--- config.mk ---
export PLATFORM = sky130hd
export DESIGN_NAME = extreme_meas_flat
export DESIGN_NICKNAME = d
export VERILOG_FILES = /design/src/rtl/meas_pkg.sv /design/src/rtl/extreme_meas_if.sv /design/src/rtl/meas_window_cnt.sv /design/src/rtl/extreme_meas.sv /design/src/flat_wrapper.sv
export SDC_FILE = /design/constraint.sdc
export NUM_CORES = 1
export LEC_CHECK = 0
export CORE_MARGIN = 4
export CORE_UTILIZATION = 44
export CTS_CLUSTER_SIZE = 14
export DETAILED_ROUTE_END_ITERATION = 7
export GPL_ROUTABILITY_DRIVEN = 0
export GPL_TIMING_DRIVEN = 0
export PLACE_DENSITY = 0.66
export SLEW_MARGIN = 20
export SYNTH_ARGS = -nofsm -noshare
export SYNTH_HDL_FRONTEND = slang
export SYNTH_SLANG_ARGS = --single-unit
--- constraint.sdc ---
create_clock -name clk_in -period 9.25 [get_ports clk_in]
set_clock_uncertainty 0.05 [all_clocks]
set_input_delay 2.775 -clock clk_in [delete_from_list [all_inputs] [get_ports clk_in]]
set_output_delay 2.775 -clock clk_in [all_outputs]
set_load 0.01 [all_outputs]
--- src/rtl/meas_pkg.sv ---
`default_nettype none
// ============================================================================
// Module      : meas_pkg
// Description : Types and default widths shared by the measurement blocks
//               (extreme, mean, RMS). Holds the window state enum and the
//               default sample and range widths.
// Revision    : 1.0 - initial release
// ============================================================================
package meas_pkg;

  // Default sample width (signed two's complement) and window-length width
  localparam int unsigned c_DATA_WIDTH  = 12;
  localparam int unsigned c_RANGE_WIDTH = 10;

  // Window state: IDLE waits for a seeding sample, ACC accumulates
  typedef enum logic [0:0] {
    MEAS_IDLE = 1'b0,
    MEAS_ACC  = 1'b1
  } meas_state_t;

endpackage : meas_pkg
`default_nettype wire

--- src/rtl/extreme_meas_if.sv ---
`default_nettype none
// ============================================================================
// Module      : extreme_meas_if
// Description : Sample-stream and result bus of the extreme measurement block.
//   master : drives range, clear, data_valid, data_in; observes results
//   slave  : the measurement block; drives min_out, max_out, p2p_out,
//            out_valid, busy
// Revision    : 1.0 - initial release
// ============================================================================
interface extreme_meas_if
  import meas_pkg::*;
#(
  parameter int unsigned DATA_WIDTH  = c_DATA_WIDTH,
  parameter int unsigned RANGE_WIDTH = c_RANGE_WIDTH
);

  logic        [RANGE_WIDTH-1:0] range;      // window length, 0 = continuous
  logic                          clear;      // synchronous restart
  logic                          data_valid; // qualifies data_in
  logic signed [DATA_WIDTH-1:0]  data_in;    // signed sample
  logic signed [DATA_WIDTH-1:0]  min_out;    // window minimum
  logic signed [DATA_WIDTH-1:0]  max_out;    // window maximum
  logic        [DATA_WIDTH:0]    p2p_out;    // unsigned max - min
  logic                          out_valid;  // one-cycle result strobe
  logic                          busy;       // window partially accumulated

  modport master (
    output range, clear, data_valid, data_in,
    input  min_out, max_out, p2p_out, out_valid, busy
  );

  modport slave (
    input  range, clear, data_valid, data_in,
    output min_out, max_out, p2p_out, out_valid, busy
  );

endinterface : extreme_meas_if
`default_nettype wire

--- src/rtl/meas_window_cnt.sv ---
`default_nettype none
// ============================================================================
// Module      : meas_window_cnt
// Description : Window sequencer shared by the measurement blocks. Latches the
//               window length on the seeding sample, counts accepted samples
//               and flags the sample that closes the window.
//   clk_in    : clock (rising edge)
//   rst_n     : asynchronous active-low reset
//   i_clear   : discard the partial window, return to IDLE
//   i_accept  : a sample is accepted this cycle (already gated by clear)
//   i_range   : window length, 0 = continuous
//   o_seed    : accepted sample starts a new window
//   o_close   : accepted sample completes the window
//   o_update  : results must load this cycle (close or continuous sample)
//   o_busy    : window partially accumulated (never in continuous mode)
// Revision    : 1.0 - initial release
// ============================================================================
module meas_window_cnt
  import meas_pkg::*;
#(
  parameter int unsigned RANGE_WIDTH = c_RANGE_WIDTH
) (
  input  wire logic                   clk_in,
  input  wire logic                   rst_n,
  input  wire logic                   i_clear,
  input  wire logic                   i_accept,
  input  wire logic [RANGE_WIDTH-1:0] i_range,
  output logic                        o_seed,
  output logic                        o_close,
  output logic                        o_update,
  output logic                        o_busy
);

  meas_state_t            r_state;
  logic [RANGE_WIDTH-1:0] r_cnt;
  logic [RANGE_WIDTH-1:0] r_range_q;

  logic                   w_seed;
  logic                   w_cont;
  logic                   w_close;
  logic [RANGE_WIDTH-1:0] w_range_eff;
  logic [RANGE_WIDTH-1:0] w_cnt_next;

  // The seeding sample sees the live range; every later sample sees the
  // latched copy, so mid-window range changes wait for the next window.
  assign w_seed      = i_accept && (r_state == MEAS_IDLE);
  assign w_range_eff = w_seed ? i_range : r_range_q;
  assign w_cnt_next  = w_seed ? RANGE_WIDTH'(1) : r_cnt + RANGE_WIDTH'(1);
  assign w_cont      = (w_range_eff == '0);
  // Range 1 closes on the seed itself (cnt_next == 1); max range closes at
  // 2^RANGE_WIDTH-1, so the counter never wraps.
  assign w_close     = i_accept && !w_cont && (w_cnt_next == w_range_eff);

  assign o_seed   = w_seed;
  assign o_close  = w_close;
  assign o_update = i_accept && (w_close || w_cont);
  assign o_busy   = (r_state == MEAS_ACC) && (r_range_q != '0);

  always_ff @(posedge clk_in or negedge rst_n) begin
    if (!rst_n) begin
      r_state   <= MEAS_IDLE;
      r_cnt     <= '0;
      r_range_q <= '0;
    end else if (i_clear) begin
      r_state <= MEAS_IDLE;
      r_cnt   <= '0;
    end else if (i_accept) begin
      r_range_q <= w_range_eff;
      if (w_close) begin
        r_state <= MEAS_IDLE;
        r_cnt   <= '0;
      end else begin
        r_state <= MEAS_ACC;
        // Continuous mode has no window end; hold the count so it cannot wrap
        r_cnt   <= w_cont ? RANGE_WIDTH'(1) : w_cnt_next;
      end
    end
  end

endmodule : meas_window_cnt
`default_nettype wire

--- src/rtl/extreme_meas.sv ---
`default_nettype none
// ============================================================================
// Module      : extreme_meas
// Description : Windowed signed min/max (and optional peak-to-peak) of a
//               valid-qualified sample stream. Windows of `range` accepted
//               samples run back-to-back; range 0 tracks continuously.
//   clk_in    : clock (rising edge)
//   rst_n     : asynchronous active-low reset
//   s         : extreme_meas_if.slave - stream inputs and registered results
// Configuration:
//   EXTREME_MEAS_P2P_EN defined   -> p2p subtractor and register built
//   EXTREME_MEAS_P2P_EN undefined -> p2p_out tied to 0
// Revision    : 1.0 - initial release
// ============================================================================
module extreme_meas
  import meas_pkg::*;
#(
  parameter int unsigned DATA_WIDTH  = c_DATA_WIDTH,
  parameter int unsigned RANGE_WIDTH = c_RANGE_WIDTH
) (
  input  wire logic      clk_in,
  input  wire logic      rst_n,
  extreme_meas_if.slave  s
);

  logic signed [DATA_WIDTH-1:0] r_acc_min;
  logic signed [DATA_WIDTH-1:0] r_acc_max;
  logic signed [DATA_WIDTH-1:0] r_min_out;
  logic signed [DATA_WIDTH-1:0] r_max_out;
  logic                         r_out_valid;

  logic                         w_accept;
  logic                         w_seed;
  logic                         w_close;
  logic                         w_update;
  logic                         w_busy;
  logic signed [DATA_WIDTH-1:0] w_new_min;
  logic signed [DATA_WIDTH-1:0] w_new_max;

  // clear wins over a simultaneous valid sample
  assign w_accept = s.data_valid && !s.clear;

  meas_window_cnt #(
    .RANGE_WIDTH (RANGE_WIDTH)
  ) u_window_cnt (
    .clk_in   (clk_in),
    .rst_n    (rst_n),
    .i_clear  (s.clear),
    .i_accept (w_accept),
    .i_range  (s.range),
    .o_seed   (w_seed),
    .o_close  (w_close),
    .o_update (w_update),
    .o_busy   (w_busy)
  );

  // Extremes including the current sample; a seed restarts from the sample
  assign w_new_min = (w_seed || (s.data_in < r_acc_min)) ? s.data_in : r_acc_min;
  assign w_new_max = (w_seed || (s.data_in > r_acc_max)) ? s.data_in : r_acc_max;

  always_ff @(posedge clk_in or negedge rst_n) begin
    if (!rst_n) begin
      r_acc_min   <= '0;
      r_acc_max   <= '0;
      r_min_out   <= '0;
      r_max_out   <= '0;
      r_out_valid <= 1'b0;
    end else begin
      r_out_valid <= w_update;
      if (w_accept) begin
        r_acc_min <= w_new_min;
        r_acc_max <= w_new_max;
      end
      if (w_update) begin
        r_min_out <= w_new_min;
        r_max_out <= w_new_max;
      end
    end
  end

`ifdef EXTREME_MEAS_P2P_EN
  logic [DATA_WIDTH:0] r_p2p_out;
  logic [DATA_WIDTH:0] w_p2p;

  // One extra bit so full-scale max - min cannot overflow
  assign w_p2p = {w_new_max[DATA_WIDTH-1], w_new_max}
               - {w_new_min[DATA_WIDTH-1], w_new_min};

  always_ff @(posedge clk_in or negedge rst_n) begin
    if (!rst_n) begin
      r_p2p_out <= '0;
    end else if (w_update) begin
      r_p2p_out <= w_p2p;
    end
  end

  assign s.p2p_out = r_p2p_out;
`else
  assign s.p2p_out = '0;
`endif

  assign s.min_out   = r_min_out;
  assign s.max_out   = r_max_out;
  assign s.out_valid = r_out_valid;
  assign s.busy      = w_busy;

  // close is implied by update in window mode; kept visible for debug taps
  logic w_unused;
  assign w_unused = w_close;

endmodule : extreme_meas
`default_nettype wire
--- src/flat_wrapper.sv ---
// flat-port wrapper written by rule: the top's interface ports become plain ports
module extreme_meas_flat import meas_pkg::*;
#(
  parameter int unsigned DATA_WIDTH  = c_DATA_WIDTH,
  parameter int unsigned RANGE_WIDTH = c_RANGE_WIDTH
)
  (clk_in, rst_n, s_range, s_clear, s_data_valid, s_data_in, s_min_out, s_max_out, s_p2p_out, s_out_valid, s_busy);
  extreme_meas_if #(.DATA_WIDTH(DATA_WIDTH), .RANGE_WIDTH(RANGE_WIDTH)) s_i ();
  input  wire logic clk_in;
  input  wire logic rst_n;
  input wire logic [$bits(s_i.range)-1:0] s_range;
  input wire logic [$bits(s_i.clear)-1:0] s_clear;
  input wire logic [$bits(s_i.data_valid)-1:0] s_data_valid;
  input wire logic [$bits(s_i.data_in)-1:0] s_data_in;
  output wire logic [$bits(s_i.min_out)-1:0] s_min_out;
  output wire logic [$bits(s_i.max_out)-1:0] s_max_out;
  output wire logic [$bits(s_i.p2p_out)-1:0] s_p2p_out;
  output wire logic [$bits(s_i.out_valid)-1:0] s_out_valid;
  output wire logic [$bits(s_i.busy)-1:0] s_busy;
  assign s_i.range = s_range;
  assign s_i.clear = s_clear;
  assign s_i.data_valid = s_data_valid;
  assign s_i.data_in = s_data_in;
  assign s_min_out = s_i.min_out;
  assign s_max_out = s_i.max_out;
  assign s_p2p_out = s_i.p2p_out;
  assign s_out_valid = s_i.out_valid;
  assign s_busy = s_i.busy;
  extreme_meas #(.DATA_WIDTH(DATA_WIDTH), .RANGE_WIDTH(RANGE_WIDTH)) u_core (.clk_in(clk_in), .rst_n(rst_n), .s(s_i));
endmodule
Word-level counts from Yosys, hierarchy flattened
Cells that the tools add are included.
{"block": "word_totals", "regBits": 70, "out_inout_bits": 39, "wordCells": 40}
{"block": "classes", "eq_ne": 1, "n_bitwise": 2, "mux": 11, "addsub": 1, "order_cmp": 2, "reduce_logical": 15}
{"cell": "$mux W10", "count": 6}
{"cell": "$mux W12", "count": 2}
{"cell": "$gt A12 B12 Y1", "count": 1}
{"cell": "$lt A12 B12 Y1", "count": 1}
{"cell": "$add A10 B1 Y10 const B", "count": 1}
{"cell": "$eq A10 B10 Y1", "count": 1}
{"cell": "$logic_not A10 Y1", "count": 1}
{"cell": "$reduce_bool A10 Y1", "count": 1}
{"cell": "$logic_and A1 B1 Y1", "count": 6}
{"cell": "$logic_or A1 B1 Y1", "count": 3}
{"cell": "$mux W1", "count": 3}
{"cell": "$logic_not A1 Y1", "count": 2}
{"cell": "$not A1 Y1", "count": 2}
{"cell": "$reduce_and A2 Y1", "count": 1}
{"cell": "$reduce_bool A2 Y1", "count": 1}

Depth between registers and ports, before layout
Gate-level depths: netlist (run 1).
{"block": "logic_depth", "word_depth": 11, "mapped_depth": 11, "depth_no_buf": 10}

By module
A second synthesis (run 1) with hierarchy kept.
{"block": "unflattened", "hier_cells": 373, "area_unflattened_um2": 4174.0}
{"mod": "extreme_meas", "area_each_um2": 2760.1, "seq_area_each_um2": 1226.2, "cells_per_inst": 234, "instances": 1}
{"mod": "meas_window_cnt", "area_each_um2": 1413.9, "seq_area_each_um2": 525.5, "cells_per_inst": 139, "instances": 1}

Worst setup path after synthesis (run 1)
No wires, ideal clock.
{"block": "synth_path", "path_type": "input to register", "start": "in s_clear", "end": "reg u_core.r_max_out[0], in the netlist u_core.s.max_out[0]", "path_slack_ns": 3.593, "setup_ns": 0.125, "arrival_time_ns": 5.482, "cell_stages": 9, "path_cell_list": "buf_2 -> nor3b_4 -> mux2_2 -> or4_1 -> or4_4 -> a21boi_4 -> nor2_8 -> buf_12 -> mux2_4"}
{"block": "synth_between", "elab_chain_len": 10}
{"element": "start, declared", "line": "flat_wrapper.sv:12", "source": "input wire logic [$bits(s_i.clear)-1:0] s_clear;"}
{"element": "$logic_not A1 Y1 (*)", "line": "extreme_meas.sv:41", "source": "assign w_accept = s.data_valid && !s.clear;"}
{"element": "$logic_and A1 B1 Y1 (*)", "line": "extreme_meas.sv:41"}
{"element": "$logic_and A1 B1 Y1", "line": "meas_window_cnt.sv:46", "source": "assign w_seed = i_accept && (r_state == MEAS_IDLE);"}
{"element": "$mux W10", "line": "meas_window_cnt.sv:47", "source": "assign w_range_eff = w_seed ? i_range : r_range_q;"}
{"element": "$logic_not A10 Y1", "line": "meas_window_cnt.sv:49", "source": "assign w_cont = (w_range_eff == '0);"}
{"element": "$logic_not A1 Y1", "line": "meas_window_cnt.sv:52", "source": "assign w_close = i_accept && !w_cont && (w_cnt_next == w_range_eff);"}
{"element": "$logic_and A1 B1 Y1 (2 in a row)", "line": "meas_window_cnt.sv:52"}
{"element": "$logic_or A1 B1 Y1", "line": "meas_window_cnt.sv:56", "source": "assign o_update = i_accept && (w_close || w_cont);"}
{"element": "$logic_and A1 B1 Y1", "line": "meas_window_cnt.sv:56"}
{"element": "end signal, assigned", "line": "extreme_meas.sv:76", "source": "r_max_out <= w_new_max;"}
{"element": "end, declared", "line": "extreme_meas.sv:29", "source": "logic signed [DATA_WIDTH-1:0] r_max_out;"}
Mark *: on every way between the ends. The rest lies on a longest branch, timed or not.
A chain may end at the register's enable or synchronous reset.

Final worst setup path (run 1)
{"block": "layout_path", "start": "in s_data_in[11]", "end": "reg u_core.r_max_out[2], in the netlist u_core.s.max_out[2]"}
{"block": "layout_between", "elab_chain_len": 3}
{"element": "start, declared", "line": "flat_wrapper.sv:14", "source": "input wire logic [$bits(s_i.data_in)-1:0] s_data_in;"}
{"element": "$gt A12 B12 Y1", "line": "extreme_meas.sv:59", "source": "assign w_new_max = (w_seed || (s.data_in > r_acc_max)) ? s.data_in : r_acc_max;"}
{"element": "$logic_or A1 B1 Y1", "line": "extreme_meas.sv:59"}
{"element": "$mux W12", "line": "extreme_meas.sv:59"}
Every way passes these cells.

==> qor.yml, run 1 <==
layout:
  drive_above_1_share: 0.259
  area_growth_pct: 21.2
  finalInstanceArea_um2: 5160
  seqCellArea_um2: 1750
  instances_no_fill: 581
  multi_input_area_um2: 2240
  nNetsFinal: 499
  fin_util: 0.553
  n_antenna_cell: 0
  fillCellCount: 807
critical_path:
  startpoint: "s_data_in[11]"
  worst_r2r_path_depth: 8
  cp-start-kind: "input pin"
  timing.rr.end: "u_core.s.min_out[7]"
  critPathMaxStageDelay_ns: 0.54
  worstPathRequired_ns: 9.42
  critPathCaptureType: "flip-flop"
  crit_fanout: 10
  critPathKind: "input pin to flip-flop"
  r2r_start: "u_core.u_window_cnt.r_state"
  cp_slowest_cell: "clkdlybuf4s50_1"
  rrSetupSlack_ns: 5.80
  cp_data_arrival_time_ns: 5.88
  path_cells: "clkdlybuf4s50_1, ha_1, nand4_1, nor2_1, o21ai_0, and2_1, o31ai_1, clkbuf_1, mux2_2, mux2_4"
synth:
  synth_compound_area_frac: 0.0820
  synth.area.mux_share: 0.230
  ys_ff_latch: 70
  synth_flop_cell: "dfrtp_1"
  synth_xor_area_frac: 0.0288
  synth.distinct_cells: 50
  synth-edff-count: 0
  synthCells: 376
  avgSynthCellArea_um2: 11.3
  synth_top_family_by_area: "multiplexers"
  synthTopCellsByArea: "dfrtp_1, mux2_2, ha_1"
  yosysWarnings: 0
  yosysTopAreaCellShare: 0.411
  syn_area_um2: 4260
  synthAdderAreaFrac: 0.0705
  async_flop_share: 1.00
  yosys.area.top_type: "dfrtp_1"
  synth-simple-area-share: 0.103
  yosysSeqAreaShare: 0.411
worst_hold_path:
  holdCritPathClass: "flip-flop to flip-flop"
  whs_endpoint: "u_core.s.max_out[9]"
  worstHoldPathCells: 1
  worstHoldStart: "u_core.s.max_out[9]"
sta:
  hold_ws_ns: 0.460
  slew_headroom: 0.517
  min_period_ns: 5.71
  fin_setup_tns_ns: 0
  finalSetupViolCount: 0
  worst_pin_slew_ns: 0.717
  setup_ws_ns: 3.54
  min_period_over_period: 0.617
  rsz0062_at_grt: "false"
  clock.fmax_mhz: 175
  finalHoldViolCount: 0
  slew_violations: 0
floorplanning:
  die_width_um: 106
  die_h_um: 106
  initial_core_util: 0.457
  core_um2: 9330
  num_io_pins: 65
  die_area_um2: 11300
  rows: 35
drt:
  wl_per_cell_um: 15.1
  drt_pass1_iterations: 4
  vias: 2984
  drc: 0
  wl_um: 8800
  drt-initial-drc-count: 66
  drtAntennaViolNets: 0
  vias_per_cell: 5.14
global_route:
  grt_start_max_net_pins: 38
  grt-ovfl-total: 0
  antenna_found_initial: 0
  grt_pass1_wl_um: 14900
  gr-usage-all-layers: 0.165
  grt_pass1_vias: 2988
pwr:
  p_seq_frac: 0.381
  comb_power_share: 0.402
  p_per_area_nw_per_um2: 221
  power_switching_share: 0.321
  pwr-share-clk: 0.217
  power_leakage_nw: 2.37
  peakVddDrop_uv: 104
  power.total_mw: 1.14
  p_int_mw: 0.773
  p_sw_mw: 0.365
clock_network:
  tritoncts: "yes"
  clock_latency_ns: 0.33
  ctsHoldBuffers: 0
  clock-sinks: 70
  post_cts_resized: 0
  cts_made_buffers: 9
  h-tree-depth: 3
  root_buffer: "clkbuf_8"
  clkTransAtPathRegs_ns: 0.07
  cts_buffer_depth: 2
  cts_setup_buffers: 0
placed_design:
  io_buffers: 49
  dpl_cell_area_um2: 4970
  placed_cells: 567
  preCtsSetupSlack_ns: 3.20
  dp_hpwl_um: 6550
run:
  drv_cap: 0
outcome:
  status: "finished, final reports clean"
power groups by stage:
stage / logic [mW] / registers [mW] / clock network, mW
3_5_place_dp: 0.461 / 0.439 / 0
6_report: 0.457 / 0.434 / 0.247
5_1_grt: 0.512 / 0.446 / 0.267
4_1_cts: 0.464 / 0.434 / 0.252
3_3_place_gp: 0.449 / 0.435 / 0
2_1_floorplan: 0.338 / 0.432 / 0
worst max-delay path by stage:
stage	endpoint	slack, ns
floorplan	u_core.s.max_out[0]	3.59
global placement	u_core.s.min_out[0]	2.83
detailed placement	u_core.s.max_out[9]	3.20
CTS	u_core.s.max_out[2]	3.57
global route	u_core.s.max_out[2]	3.37
finish	u_core.s.max_out[2]	3.54
cells by family (layout without fill, tap and decap cells):
logic type	Yosys count	count (layout)
AOI/OAI and AO/OA	50	50
xor gates and xnor gates	14	14
adders and majority gates	24	24
buffers and inverters	59	123
DFF	70	70
muxes	81	81
other	1	13
and+or+nand+nor	77	77
cells in the final DEF (no fill, tap or decap), types with 5 or more instances in the layout:
cell,n
a21oi_1,12
dfrtp_1,70
nor2_1,16
clkbuf_1,11
nand2_1,14
mux2_4,19
buf_4,15
o21ai_0,9
inv_1,30
nand4_1,7
nand3_1,9
ha_1,24
clkbuf_8,11
conb_1,13
xnor2_1,11
nor3_1,5
a21o_1,7
nor2b_1,6
clkdlybuf4s50_1,48
mux2_2,58
critical path, delay by kind of cell:
| kind | cells | cell delay (ns) |
|---|---|---|
| and+or+nand+nor | 3 | 0.42 |
| AOI/OAI and AO/OA | 2 | 0.50 |
| muxes | 2 | 0.69 |
| buffers and inverters | 2 | 1.08 |
| adders and majority gates | 1 | 0.41 |
layout make-up:
type / instances / share of cell area
Buffer: 29 / 0.0395
Clock buffer: 13 / 0.0308
Clock inverter: 1 / 0.00582
Inverter: 30 / 0.0218
Multi-Input combinational cell: 259 / 0.433
Sequential cell: 70 / 0.339
Tap cell: 129 / 0.0313
Timing Repair Buffer: 50 / 0.0984
state kept, by name, indices dropped and copies added (netlist names):
register	count
u_core.u_window_cnt.r_range_q	10
u_core.s.min_out	12
u_core.r_acc_max	12
u_core.s.max_out	12
u_core.s.out_valid	1
u_core.u_window_cnt.r_state	1
u_core.u_window_cnt.r_cnt	10
u_core.r_acc_min	12
cells in the mapped netlist, types with 4 or more instances:
cell and instances:
ha_1 24, mux2_4 19, o21ai_0 9, a21oi_1 12
a21o_1 7, nand2_1 14, clkbuf_1 9, nor3_1 5
xnor2_1 11, mux2i_1 4, inv_1 30, dfrtp_1 70
nor2_1 16, mux2_2 58, nand3_1 9, nor2b_1 6
nand4_1 7, a31oi_1 4, buf_4 14, nand2b_1 4
per-layer routing:
metal | vias up | track usage | share of wire
met5 | - | 0 | 0
met4 | 0 | 0.0592 | 0.014
met3 | 10 | 0.0316 | 0.047
met2 | 70 | 0.250 | 0.44
met1 | 1448 | 0.236 | 0.50
li1 | 1456 | - | -
No activity file was read; power rests on OpenSTA's default activity.
==> inputs of run 2 (changes only) <==
Clock period 9.25 ns to 5.7 ns, I/O delays scaled along.
==> results of run 2 <==
Same layout as run 1 (identical final DEF). Status: finished, final reports clean.
Main changes from that run: setup slack after placement 3.20 ns -> 0.719 ns; setup slack after layout 3.54 ns -> 1.06 ns; register-to-register setup slack 5.80 ns -> 2.25 ns; total power 1.14 mW -> 1.85 mW; worst IR drop on VDD 104 uV -> 169 uV
==> inputs of run 3 (changes only) <==
Clock period 5.7 ns to 4.57 ns, I/O delays scaled along.
==> results of run 3 <==
Same layout as run 1 (identical final DEF). Status: finished, final reports clean.
Main changes from that run: setup slack after placement 3.20 ns -> -0.0716 ns; setup slack after layout 3.54 ns -> 0.265 ns; register-to-register setup slack 5.80 ns -> 1.12 ns; total power 1.14 mW -> 2.30 mW; worst IR drop on VDD 104 uV -> 211 uV
